[src/rtl/instr_encoder_loader.sv]
// Encodes symbolic MIPS requests into 32-bit words and writes them sequentially into instruction memory.
// Optional macro DELAY_SLOT_PAD_EN appends a NOP after every beq/j.
module instr_encoder_loader #(
  parameter int ADDR_W = 10,
  parameter int BASE   = 0
) (
  input  logic              clk,
  input  logic              rst_n,
  input  logic              start,
  input  logic              req_valid,
  output logic              req_ready,
  input  logic [3:0]        req_op,
  input  logic [4:0]        req_rs,
  input  logic [4:0]        req_rt,
  input  logic [4:0]        req_rd,
  input  logic [15:0]       req_imm,
  input  logic [25:0]       req_target,
  input  logic              req_last,
  output logic              im_we,
  output logic [ADDR_W-1:0] im_addr,
  output logic [31:0]       im_wdata,
  output logic              busy,
  output logic              done,
  output logic              overflow,
  output logic              err_illegal,
  output logic [ADDR_W:0]   word_count
);

`ifdef DELAY_SLOT_PAD_EN
  localparam logic PAD_EN = 1'b1;
`else
  localparam logic PAD_EN = 1'b0;
`endif

  typedef enum logic [1:0] {IDLE, LOAD, DONE} state_t;

  state_t          state, state_nxt;
  logic [ADDR_W:0] wr_ptr;
  logic            full, accept, pad_pending, last_pend, done_pend;
  logic            legal, branch;
  logic [31:0]     enc;

  // wr_ptr reaches 2**ADDR_W exactly when the top address has been written
  assign full      = wr_ptr[ADDR_W];
  assign req_ready = (state == LOAD) && !pad_pending && !full;
  assign accept    = req_valid && req_ready;
  assign busy      = (state == LOAD);

  always_comb begin
    legal  = 1'b1;
    branch = 1'b0;
    enc    = 32'h0;
    case (req_op)
      4'd0: enc = {6'b000000, req_rs, req_rt, req_rd, 5'b00000, 6'b100001};
      4'd1: enc = {6'b000000, req_rs, req_rt, req_rd, 5'b00000, 6'b100011};
      4'd2: enc = {6'b001101, req_rs, req_rt, req_imm};
      4'd3: enc = {6'b100011, req_rs, req_rt, req_imm};
      4'd4: enc = {6'b101011, req_rs, req_rt, req_imm};
      4'd5: begin
        enc    = {6'b000100, req_rs, req_rt, req_imm};
        branch = 1'b1;
      end
      4'd6: enc = {6'b001111, 5'b00000, req_rt, req_imm};
      4'd7: begin
        enc    = {6'b000010, req_target};
        branch = 1'b1;
      end
      default: legal = 1'b0;
    endcase
  end

  always_ff @(posedge clk or negedge rst_n) begin
    if (!rst_n) state <= IDLE;
    else        state <= state_nxt;
  end

  always_comb begin
    state_nxt = state;
    case (state)
      IDLE: if (start) state_nxt = LOAD;
      LOAD: begin
        if (start)
          state_nxt = LOAD;
        else if (pad_pending) begin
          if (full || last_pend) state_nxt = DONE;
        end else if (accept && req_last && !(PAD_EN && legal && branch))
          state_nxt = DONE;
        else if (req_valid && full)
          state_nxt = DONE;
      end
      DONE: if (start) state_nxt = LOAD;
      default: state_nxt = IDLE;
    endcase
  end

  always_ff @(posedge clk or negedge rst_n) begin
    if (!rst_n) begin
      im_we       <= 1'b0;
      im_addr     <= ADDR_W'(BASE);
      im_wdata    <= 32'h0;
      wr_ptr      <= (ADDR_W+1)'(BASE);
      word_count  <= '0;
      done        <= 1'b0;
      overflow    <= 1'b0;
      err_illegal <= 1'b0;
      pad_pending <= 1'b0;
      last_pend   <= 1'b0;
      done_pend   <= 1'b0;
    end else begin
      im_we     <= 1'b0;
      done_pend <= 1'b0;
      // done rises one cycle after the final word's write cycle
      done      <= done | done_pend;
      if (start) begin
        wr_ptr      <= (ADDR_W+1)'(BASE);
        word_count  <= '0;
        done        <= 1'b0;
        overflow    <= 1'b0;
        err_illegal <= 1'b0;
        pad_pending <= 1'b0;
        last_pend   <= 1'b0;
      end else if (state == LOAD) begin
        if (pad_pending) begin
          pad_pending <= 1'b0;
          last_pend   <= 1'b0;
          if (full) begin
            overflow <= 1'b1;
          end else begin
            im_we      <= 1'b1;
            im_addr    <= wr_ptr[ADDR_W-1:0];
            im_wdata   <= 32'h0;
            wr_ptr     <= wr_ptr + 1'b1;
            word_count <= word_count + 1'b1;
            done_pend  <= last_pend;
          end
        end else if (accept) begin
          if (legal) begin
            im_we      <= 1'b1;
            im_addr    <= wr_ptr[ADDR_W-1:0];
            im_wdata   <= enc;
            wr_ptr     <= wr_ptr + 1'b1;
            word_count <= word_count + 1'b1;
            if (PAD_EN && branch) begin
              pad_pending <= 1'b1;
              last_pend   <= req_last;
            end else begin
              done_pend <= req_last;
            end
          end else begin
            err_illegal <= 1'b1;
            if (req_last) done <= 1'b1;
          end
        end else if (req_valid && full) begin
          overflow <= 1'b1;
        end
      end
    end
  end

endmodule

[config.mk]
export PLATFORM = sky130hd
export DESIGN_NAME = instr_encoder_loader
export DESIGN_NICKNAME = d
export VERILOG_FILES = /design/src/rtl/instr_encoder_loader.sv
export SDC_FILE = /design/constraint.sdc
export NUM_CORES = 1
export LEC_CHECK = 0
export ABC_AREA = 1
export BUFFER_PORTS_ARGS = -buffer_cell sky130_fd_sc_hd__buf_4
export CAP_MARGIN = 20
export CORE_ASPECT_RATIO = 0.9
export CORE_MARGIN = 5
export CORE_UTILIZATION = 45
export DETAILED_ROUTE_END_ITERATION = 12
export PLACE_DENSITY = 0.85
export SYNTH_ARGS = -nofsm -noshare
export SYNTH_HDL_FRONTEND = slang
export SYNTH_SLANG_ARGS = --single-unit
[constraint.sdc]
create_clock -name clk -period 2.2 [get_ports clk]
set_clock_uncertainty 0.1 [all_clocks]
set_input_delay 0.11 -clock clk [delete_from_list [all_inputs] [get_ports clk]]
set_output_delay 0.11 -clock clk [all_outputs]
set_load 0.01 [all_outputs]
==> summary.md, run 1 <==
| Metric | Value |
|---|---|
| Initial antenna violation count | `0` |
| Initial core utilization | `46.5%` |
| Routability Congestion | `0.853` |
| Largest net degree at the start of global routing | `71` |
| I/O pins | `125` |
| Share of cells above drive strength 1 | `24.4%` |
| Max-slew violation count | `0` |
| Tightest Pin Transition | `861 ps` |
| Total Die Area | `9750 um2` |
| Depth of the worst hold-timing path | `3` |
| Mapped Cells | `467` |
| Core area | `7620 um2` |
| Final setup viols | `0` |
| Final WS setup | `155 ps` |
| Worst Hold Class | `input pin to flop` |
| Status | `complete, no violations` |
| F_max | `489 MHz` |
| Mean post-synth cell area | `7.58 um2` |
| Critical Path Fanout Max | `18` |
| CP max stage cell | `dlygate4sd3_1` |
| DP HPWL | `6.99 mm` |
| Total clock sinks | `70` |
| Die width | `104 um` |
| Seq/Total Area, Yosys | `49.5%` |
| Finished Cell Area | `5000 um2` |
| Slowest cell delay on critical path | `550 ps` |
| Placed cells | `673` |
| Max_slew headroom | `42.6%` |
| DP Area | `4490 um2` |
| Max Root-Sink Buffers | `2` |
| Final worst-path cycle share | `92.9%` |
| Area delta synth->final | `41.2%` |
| Crit end category | `flop` |
| Die height | `94.2 um` |
| Cell area power density | `665 nW/um2` |
| Register bit count reported by yosys | `70` |
| First-pass GRT wire length | `17.5 mm` |
| Crit Path Category | `input pin to flop` |
| H-Tree Level Count | `3` |
| Vias post-DR | `3,651` |
| Largest area contributor in the netlist | `dfrtp_1` |
| Lkg Pwr | `2.66 nW` |
| CP Cell Sequence | `dlygate4sd3_1 -> buf_4 -> inv_2 -> nand2_4 -> inv_2 -> nand2_8 -> inv_6 -> nand2_1 -> nand3_1 -> dlygate4sd3_1 -> nand2_1 -> nand2_1` |
| Most frequent cells in the layout | `nand2_1 (176), buf_4 (127), dfrtp_1 (70)` |
| Root buf cell | `clkbuf_8` |
| Tot GR Track Use | `21.9%` |
| Min-delay src | `req_imm[9]` |
| Layout Cells excl Fill | `723` |
| Syn Nets | `535` |
| Area contributors post-synth | `dfrtp_1 (49%), nand2_1 (19%), o21ai_0 (5.7%)` |
| Drt first pass iters | `5` |
| Post-synthesis cell area | `3540 um2` |
| Clock transition at the registers of the reported paths | `70 ps` |
| Max cap viols | `0` |
| Flop-to-flop setup slack | `310 ps` |
| RSZ-0062 raised after global routing | `false` |
| Num CTS Buffers | `9` |
| Setup total negative slack | `0 ps` |
| Critical Path AT | `2210 ps` |
| Most common cell after layout, fill and taps aside | `nand2_1` |
| DRC | `0` |
| Share of the synthesized area in the top cell type | `49.5%` |
| Fin crit period | `2040 ps` |
| Wirelength, routed | `10.4 mm` |
| Detailed-route wire length per cell | `14.4 um` |
| CP Launch Type | `input pin` |
| Distinct cells, synth | `27` |
| IO buf count | `123` |
| Worst R2R Path Depth | `7` |
| CP top delay family | `buffers and inverters` |
| Syn. warnings | `0` |
| Dpl ws | `408 ps` |
| DRT iter0 DRCs | `158` |
| Post-DR vias/cell | `5.05` |
| FF-to-FF End | `im_wdata[16]$_DFFE_PN0P_` |
| CTS tree | `built` |
| Worst reg2reg path startpoint | `wr_ptr[10]$_DFFE_PN0P_` |
| Final hold violation count | `0` |
| Routed Antenna Nets | `0` |
| Worst path most repeated cell | `nand2_1` |
| Worst Path Required | `2370 ps` |
| Worst skew pair latency | `340 ps` |
| GR Overflow Total | `0` |
| Hold Path End | `im_wdata[9]$_DFFE_PN0P_` |
| Nets | `690` |
| Peak supply drop | `0.330 mV` |
| CP Buf/Inv Count | `6` |
| Number of global-route vias before repair | `3,710` |
| Row count | `30` |
| Ant diodes | `0` |
-- flip-flops by register name (all words and copies together) (netlist names) --
| signal | cells |
|---|---|
| im_wdata | 31 |
| word_count | 11 |
| wr_ptr | 11 |
| im_addr | 10 |
| state | 2 |
| done | 1 |
| done_pend | 1 |
| err_illegal | 1 |
| im_we | 1 |
| overflow | 1 |
-- cells by family (layout without fill, tap and decap cells) --
group | after synthesis | count (layout) | share of synthesized area (%)
adders and majority gates | 2 | 2 | 0.706
DFF | 70 | 70 | 49.5
AOI/OAI and AO/OA | 62 | 62 | 9.15
other | 1 | 1 | 0.106
xor gates and xnor gates | 6 | 6 | 1.48
and+or+nand+nor | 258 | 258 | 30.1
buffers and inverters | 68 | 228 | 9.01
-- stage by stage --
stage	hold slack (ps)	util [%]	power (mW)
after global placement	174	58.9	2.36
after CTS	1.22	65.4	3.33
after floorplan	-286	-	1.92
after global routing	27.0	65.6	3.51
after detailed placement	180	58.9	2.39
final	10.7	65.6	3.33
-- cell type report --
type / instances / area [um2]
fill: 576 / 2620
sequential: 70 / 1750
multi-input combinational: 329 / 1480
timing repair buffer: 160 / 1280
inverter: 52 / 203
clock buffer: 15 / 156
tap: 96 / 120
clock inverter: 1 / 5.00
-- routing by layer --
metal  track usage [%]  wire length [um]  vias up
met5                 0                 0        -
met1              26.4              4300     1680
met2              36.4              4940      171
met3              6.39               914       25
li1                  -                 -     1775
met4              9.84               245        0
-- tightest hold or removal path, cell delays in order --
cell	delay, ps
buf_4	80
a21oi_1	60
o21ai_0	160
-- how the worst max path moves through the flow --
| stage | from | endpoint | slack, ps | depth (start not counted) |
|---|---|---|---|---|
| after floorplan | word_count[0]$_DFFE_PN0P_ | word_count[10]$_DFFE_PN0P_ | 720 | 8 |
| after global placement | state[0]$_DFFE_PN0P_ | wr_ptr[4]$_DFFE_PN0P_ | 450 | 6 |
| after detailed placement | state[1]$_DFFE_PN0P_ | word_count[6]$_DFFE_PN0P_ | 410 | 7 |
| after CTS | req_op[0] | im_wdata[11]$_DFFE_PN0P_ | 80 | 10 |
| after global routing | req_op[3] | im_wdata[15]$_DFFE_PN0P_ | 30 | 12 |
| final | req_op[3] | im_wdata[15]$_DFFE_PN0P_ | 160 | 12 |
-- cells in the mapped netlist --
cell type / n
clkinv_2: 1
nand4_2: 1
nand2_2: 2
ha_1: 2
inv_2: 5
dfrtp_1: 70
buf_2: 6
o21ai_4: 1
xor2_1: 3
o21ai_0: 40
inv_4: 1
nor2_1: 38
nand3_1: 26
nand4_1: 11
conb_1: 1
nor3_1: 1
a21oi_1: 12
nor2_4: 1
clkbuf_1: 2
buf_4: 2
inv_1: 45
o21a_1: 1
o21ai_1: 8
xnor2_1: 3
nand2_1: 176
buf_6: 6
nand2_4: 2
-- where the power goes --
group / leakage, nW / switching, mW / internal [mW] / total (mW)
Clock: 0.0817 / 0.455 / 0.442 / 0.897
Combinational: 1.63 / 0.430 / 0.431 / 0.861
Sequential: 0.948 / 0.112 / 1.46 / 1.57
Total: 2.66 / 0.997 / 2.33 / 3.33
-- timing repair --
item	CTS	global route
hold buffers	33	0
setup buffers	0	1
endpoints found under the hold margin	98	0
setup endpoints to repair	0	7
resized for setup	0	4
No activity file was read; power rests on OpenSTA's default activity.
==> inputs of run 2 (changes only) <==
Settings changed: MAX_ROUTING_LAYER set to met4.
==> run 2 against run 1 <==
Effect of this change: first-iteration DRC count rose by 20%; flip-flop and latch count did not move; cell area did not move; combinational power barely moved; count of clock-buffer cells in the layout did not move; critical path depth did not move; largest cell class unchanged; critical path type unchanged; clock power barely moved; total power barely moved; worst hold slack improved by 1.5 ps; critical endpoint unchanged; register-to-register slack barely moved.
==> summary.md, run 2 (synthesis gave the netlist of run 1 again) <==
| Metric | Value |
|---|---|
| Crit Path Category | `input pin to flop` |
| Routability Congestion | `0.866` |
| Row count | `30` |
| Routed Antenna Nets | `0` |
| Initial antenna violation count | `0` |
| Status | `complete, no violations` |
| Most common cell after layout, fill and taps aside | `nand2_1` |
| Post-DR vias/cell | `5.10` |
| Number of global-route vias before repair | `3,708` |
| Tightest Pin Transition | `872 ps` |
| Min-delay src | `req_imm[9]` |
| Layout fillers | `576` |
| Area delta synth->final | `41.2%` |
| Worst path most repeated cell | `nand2_1` |
| Final hold violation count | `0` |
| Slowest cell delay on critical path | `550 ps` |
| Root buf cell | `clkbuf_8` |
| First-pass GRT wire length | `17.4 mm` |
| Hold Path End | `im_wdata[9]$_DFFE_PN0P_` |
| CTS tree | `built` |
| Ant diodes | `0` |
| Vias post-DR | `3,689` |
| Top Registers | `im_wdata: 31 flops, word_count: 11 flops, wr_ptr: 11 flops` |
| Reg with most FFs | `im_wdata` |
| Worst skew pair latency | `340 ps` |
| DRC | `0` |
| Peak supply drop | `0.329 mV` |
| Total Die Area | `9750 um2` |
| Wirelength, routed | `10.4 mm` |
| Flop-to-flop setup slack | `310 ps` |
| Most frequent cells in the layout | `nand2_1 (176), buf_4 (127), dfrtp_1 (70)` |
| Clock transition at the registers of the reported paths | `70 ps` |
| Worst R2R Path Depth | `7` |
| Num CTS Buffers | `9` |
| Detailed-route wire length per cell | `14.4 um` |
| Initial core utilization | `46.5%` |
| I/O pins | `125` |
| Worst Hold Class | `input pin to flop` |
| Worst reg2reg path startpoint | `state[1]$_DFFE_PN0P_` |
| Share of cells above drive strength 1 | `24.4%` |
| Die height | `94.2 um` |
| Crit end category | `flop` |
| Lkg Pwr | `2.66 nW` |
| IO buf count | `123` |
| F_max | `487 MHz` |
| Largest register FFs | `31` |
| Drt first pass iters | `5` |
| Tot GR Track Use | `22.5%` |
| Final setup viols | `0` |
| Cell area power density | `665 nW/um2` |
| Fin crit period | `2050 ps` |
| Final worst-path cycle share | `93.3%` |
| Max_slew headroom | `41.9%` |
| Max cap viols | `0` |
| Max Root-Sink Buffers | `2` |
| Max-slew violation count | `0` |
| Hold WS | `12.2 ps` |
| CP Launch Type | `input pin` |
| H-Tree Level Count | `3` |
| CP max stage cell | `dlygate4sd3_1` |
| RSZ-0062 raised after global routing | `false` |
| Setup total negative slack | `0 ps` |
| Largest net degree at the start of global routing | `71` |
| GR Overflow Total | `0` |
| CP Buf/Inv Count | `6` |
| Worst Path Required | `2370 ps` |
| Total clock sinks | `70` |
| Nets | `690` |
| DRT iter0 DRCs | `190` |
| DP HPWL | `6.99 mm` |
| Die width | `104 um` |
| Depth of the worst hold-timing path | `3` |
| Critical Path Fanout Max | `18` |
| CP top delay family | `buffers and inverters` |
| CP Cell Sequence | `dlygate4sd3_1 -> buf_4 -> inv_2 -> nand2_4 -> inv_2 -> nand2_8 -> inv_6 -> nand2_1 -> nand3_1 -> dlygate4sd3_1 -> nand2_1 -> nand2_1` |
| Core area | `7620 um2` |
| Critical Path AT | `2220 ps` |
| FF-to-FF End | `im_wdata[16]$_DFFE_PN0P_` |
run 2: cell counts in the layout (fill, tap and decap cells not counted):
Identical to the previous run, type by type.
run 2: repair_timing:
item                                    in CTS  in global routing
endpoints found under the hold margin       98                  0
buffers inserted                             0                  1
gates resized for setup                      0                  4
hold buffers                                33                  0
endpoints found under the setup margin       0                  7
run 2: worst register-to-register path: cells and delay by family (launching register included):
family | cells | cell delay (ps)
buffers and inverters | 2 | 590
AND/OR/NAND/NOR | 5 | 740
flip-flops | 1 | 390
run 2: report_power, final:
group	internal, mW	switching [mW]
combinational	0.431	0.431
clock	0.442	0.455
sequential	1.46	0.113
total	2.33	1.00
run 2: how the worst max path moves through the flow:
stage	from	to	slack, ps	depth (start not counted)
2_1_floorplan	word_count[0]$_DFFE_PN0P_	word_count[10]$_DFFE_PN0P_	720	8
3_3_place_gp	state[0]$_DFFE_PN0P_	wr_ptr[4]$_DFFE_PN0P_	450	6
3_5_place_dp	state[1]$_DFFE_PN0P_	word_count[6]$_DFFE_PN0P_	410	7
4_1_cts	req_op[0]	im_wdata[11]$_DFFE_PN0P_	80	10
5_1_grt	req_op[3]	im_wdata[15]$_DFFE_PN0P_	30	12
6_report	req_op[3]	im_wdata[15]$_DFFE_PN0P_	150	12
run 2: layer usage:
| layer | vias up | GRT usage (%) | share of wire [%] |
|---|---|---|---|
| met1 | 1703 | 26.9 | 42 |
| li1 | 1776 | - | - |
| met4 | 0 | 9.84 | 2.5 |
| met2 | 181 | 36.4 | 47 |
| met3 | 29 | 5.57 | 8.6 |
| met5 | - | - | 0 |
run 2: area by class of cell:
cell class,instances,area [um2],area share (%)
clock inverters,1,5.00,0.100
well taps,96,120,2.40
repair buffers,160,1280,25.7
clock buffers,15,156,3.13
multi-input cells,329,1480,29.6
inverters,52,203,4.05
flip-flops and latches,70,1750,35.0
run 2: per-stage QoR:
stage          utilization (%)  instances  power [mW]  cell area, um2  setup slack, ps
2_1_floorplan                -        467        1.92            3540              717
3_3_place_gp              58.9        673        2.36            4490              454
3_5_place_dp              58.9        673        2.39            4490              408
4_1_cts                   65.4        722        3.33            4980             82.0
5_1_grt                   65.6        723        3.51            5000             25.8
6_report                  65.6        723        3.33            5000              146
==> inputs of run 3 (changes only) <==
Settings changed: PLACE_DENSITY 0.85 to 0.73.
==> run 3 against run 2 <==
Effect of this change: clock power down 2.9%; register-to-register slack improved by 220 ps; wire length is 2.9% lower; sequential power about the same; final cell count increased by 0.55%; critical endpoint unchanged; largest power group unchanged.
==> summary.md, run 3 (synthesis gave the netlist of run 1 again) <==
| Metric | Value |
|---|---|
| Worst Path Required | `2380 ps` |
| Max Used Layer | `met4` |
| Vias post-DR | `3,589` |
| DP HPWL | `6.84 mm` |
| Max-slew violation count | `0` |
| Initial core utilization | `46.5%` |
| DP Area | `4500 um2` |
| Initial antenna violation count | `0` |
| Hold WS | `4.17 ps` |
| Critical Path AT | `2210 ps` |
| Routed length on met2 | `4.92 mm` |
| Min-delay src | `req_imm[8]` |
| IO buf count | `123` |
| Max cap viols | `0` |
| Final worst-path cycle share | `92.2%` |
| Worst Hold Class | `input pin to flop` |
| Total clock sinks | `70` |
| Ant diodes | `0` |
| Comb pwr share | `26.0%` |
| GR Overflow Total | `0` |
| Number of global-route vias before repair | `3,639` |
| Critical Path Fanout Max | `18` |
| Hold Path End | `im_wdata[8]$_DFFE_PN0P_` |
| Num CTS Buffers | `9` |
| Root buf cell | `clkbuf_8` |
| Final setup viols | `0` |
| Depth of the worst hold-timing path | `3` |
| Most common cell after layout, fill and taps aside | `nand2_1` |
| Fin crit period | `2030 ps` |
| Die width | `104 um` |
| Total Die Area | `9750 um2` |
| Reg with most FFs | `im_wdata` |
| Switch share | `29.8%` |
| Tot GR Track Use | `21.6%` |
| CP Buf/Inv Count | `6` |
| Worst skew pair latency | `340 ps` |
| Layout fillers | `630` |
| Total power | `3.30 mW` |
| Max_slew headroom | `41.9%` |
| Final hold violation count | `0` |
| Drt first pass iters | `5` |
| Wirelength, routed | `10.1 mm` |
| Int Power | `2.32 mW` |
| Met3 wire length | `684 um` |
| Finished Cell Area | `5050 um2` |
| Die height | `94.2 um` |
| Register area | `1750 um2` |
| H-Tree Level Count | `3` |
| I/O pins | `125` |
| Routability Congestion | `0.811` |
| Nets | `696` |
| Max Root-Sink Buffers | `2` |
| CP Cell Sequence | `dlygate4sd3_1 -> buf_4 -> inv_2 -> nand2_4 -> inv_2 -> nand2_8 -> inv_4 -> nand2_1 -> nand3_1 -> dlygate4sd3_1 -> nand2_1 -> nand2_1` |
| Seq pwr share | `47.6%` |
| Clock power frac | `26.4%` |
| CP max stage cell | `dlygate4sd3_1` |
| Dpl ws | `455 ps` |
| DRT iter0 DRCs | `140` |
| Metal1 wirelength | `4.35 mm` |
| Crit Path Category | `input pin to flop` |
| Top Registers | `im_wdata: 31 flops, word_count: 11 flops, wr_ptr: 11 flops` |
| Final WS setup | `172 ps` |
| DRC | `0` |
| Tightest Pin Transition | `871 ps` |
| Peak supply drop | `0.339 mV` |
| Worst reg2reg path startpoint | `state[0]$_DFFE_PN0P_` |
| CTS tree | `built` |
| Post-DR vias/cell | `4.94` |
| Cell area power density | `654 nW/um2` |
| Slowest cell delay on critical path | `550 ps` |
| Area delta synth->final | `42.6%` |
| Detailed-route wire length per cell | `13.9 um` |
| Clock transition at the registers of the reported paths | `70 ps` |
| Crit end category | `flop` |
| Row count | `30` |
| RSZ-0062 raised after global routing | `false` |
| Most frequent cells in the layout | `nand2_1 (176), buf_4 (128), dfrtp_1 (70)` |
| F_max | `493 MHz` |
| CP top delay family | `buffers and inverters` |
| Net switching power | `0.983 mW` |
| CP Launch Type | `input pin` |
| Largest register FFs | `31` |
| Lkg Pwr | `2.69 nW` |
| First-pass GRT wire length | `16.8 mm` |
| Share of cells above drive strength 1 | `24.7%` |
| Worst R2R Path Depth | `5` |
| Routed Antenna Nets | `0` |
| Core area | `7620 um2` |
| Worst path most repeated cell | `nand2_1` |
| Status | `complete, no violations` |
| FF-to-FF End | `wr_ptr[4]$_DFFE_PN0P_` |
| Setup total negative slack | `0 ps` |
| Multi-input gate area | `1490 um2` |
| Flop-to-flop setup slack | `530 ps` |
| Largest net degree at the start of global routing | `71` |
-- run 3: changes by cell type in the layout (fill, tap and decap cells not counted) --
cell / change
o21ai_2: +1
clkbuf_1: -3
buf_4: +1
inv_4: +1
clkinv_2: +1
inv_6: -1
dlygate4sd3_1: +4
-- run 3: power groups by stage --
stage	Sequential [mW]	Combinational (mW)	Clock (mW)
floorplan	1.65	0.269	0
global placement	1.59	0.781	0
detailed placement	1.58	0.801	0
CTS	1.57	0.856	0.890
global route	1.59	0.952	0.935
finish	1.57	0.859	0.871
-- run 3: worst min-delay path, cell delays in order --
cell and delay [ps]:
buf_4 80, a21oi_1 50, o21ai_0 170
-- run 3: final cells by class --
type                    count  share of cell area (%)
flip-flops and latches     70                    34.7
multi-input cells         330                    29.5
repair buffers            165                    26.4
inverters                  52                    3.96
clock buffers              12                    2.87
well taps                  96                    2.38
clock inverters             2                   0.198
-- run 3: how the worst max path moves through the flow --
| stage | startpoint | endpoint | slack, ps | depth (start not counted) |
|---|---|---|---|---|
| after detailed placement | wr_ptr[10]$_DFFE_PN0P_ | wr_ptr[4]$_DFFE_PN0P_ | 450 | 6 |
| after floorplan | word_count[0]$_DFFE_PN0P_ | word_count[10]$_DFFE_PN0P_ | 720 | 8 |
| after CTS | req_op[0] | im_wdata[14]$_DFFE_PN0P_ | 60 | 10 |
| after global placement | state[0]$_DFFE_PN0P_ | word_count[7]$_DFFE_PN0P_ | 550 | 5 |
| final | req_op[3] | im_wdata[15]$_DFFE_PN0P_ | 170 | 12 |
| after global routing | req_op[3] | im_wdata[15]$_DFFE_PN0P_ | 5 | 12 |
-- run 3: what timing repair did --
item                                   4_1_cts  5_1_grt
resized for setup                            0        3
setup endpoints to repair                    0        8
endpoints found under the hold margin      102        0
setup buffers                                0        1
hold buffers                                37        0
-- run 3: metrics by stage --
step,util (%),instances
after floorplan,-,467
after global placement,59.0,674
after detailed placement,59.0,674
after CTS,65.9,725
after global routing,66.3,727
final,66.3,727
-- run 3: per-layer routing --
metal | track usage (%) | vias to the layer above
li1 | - | 1781
met1 | 26.5 | 1666
met2 | 35.4 | 124
met3 | 4.74 | 18
met4 | 7.87 | 0
met5 | - | -
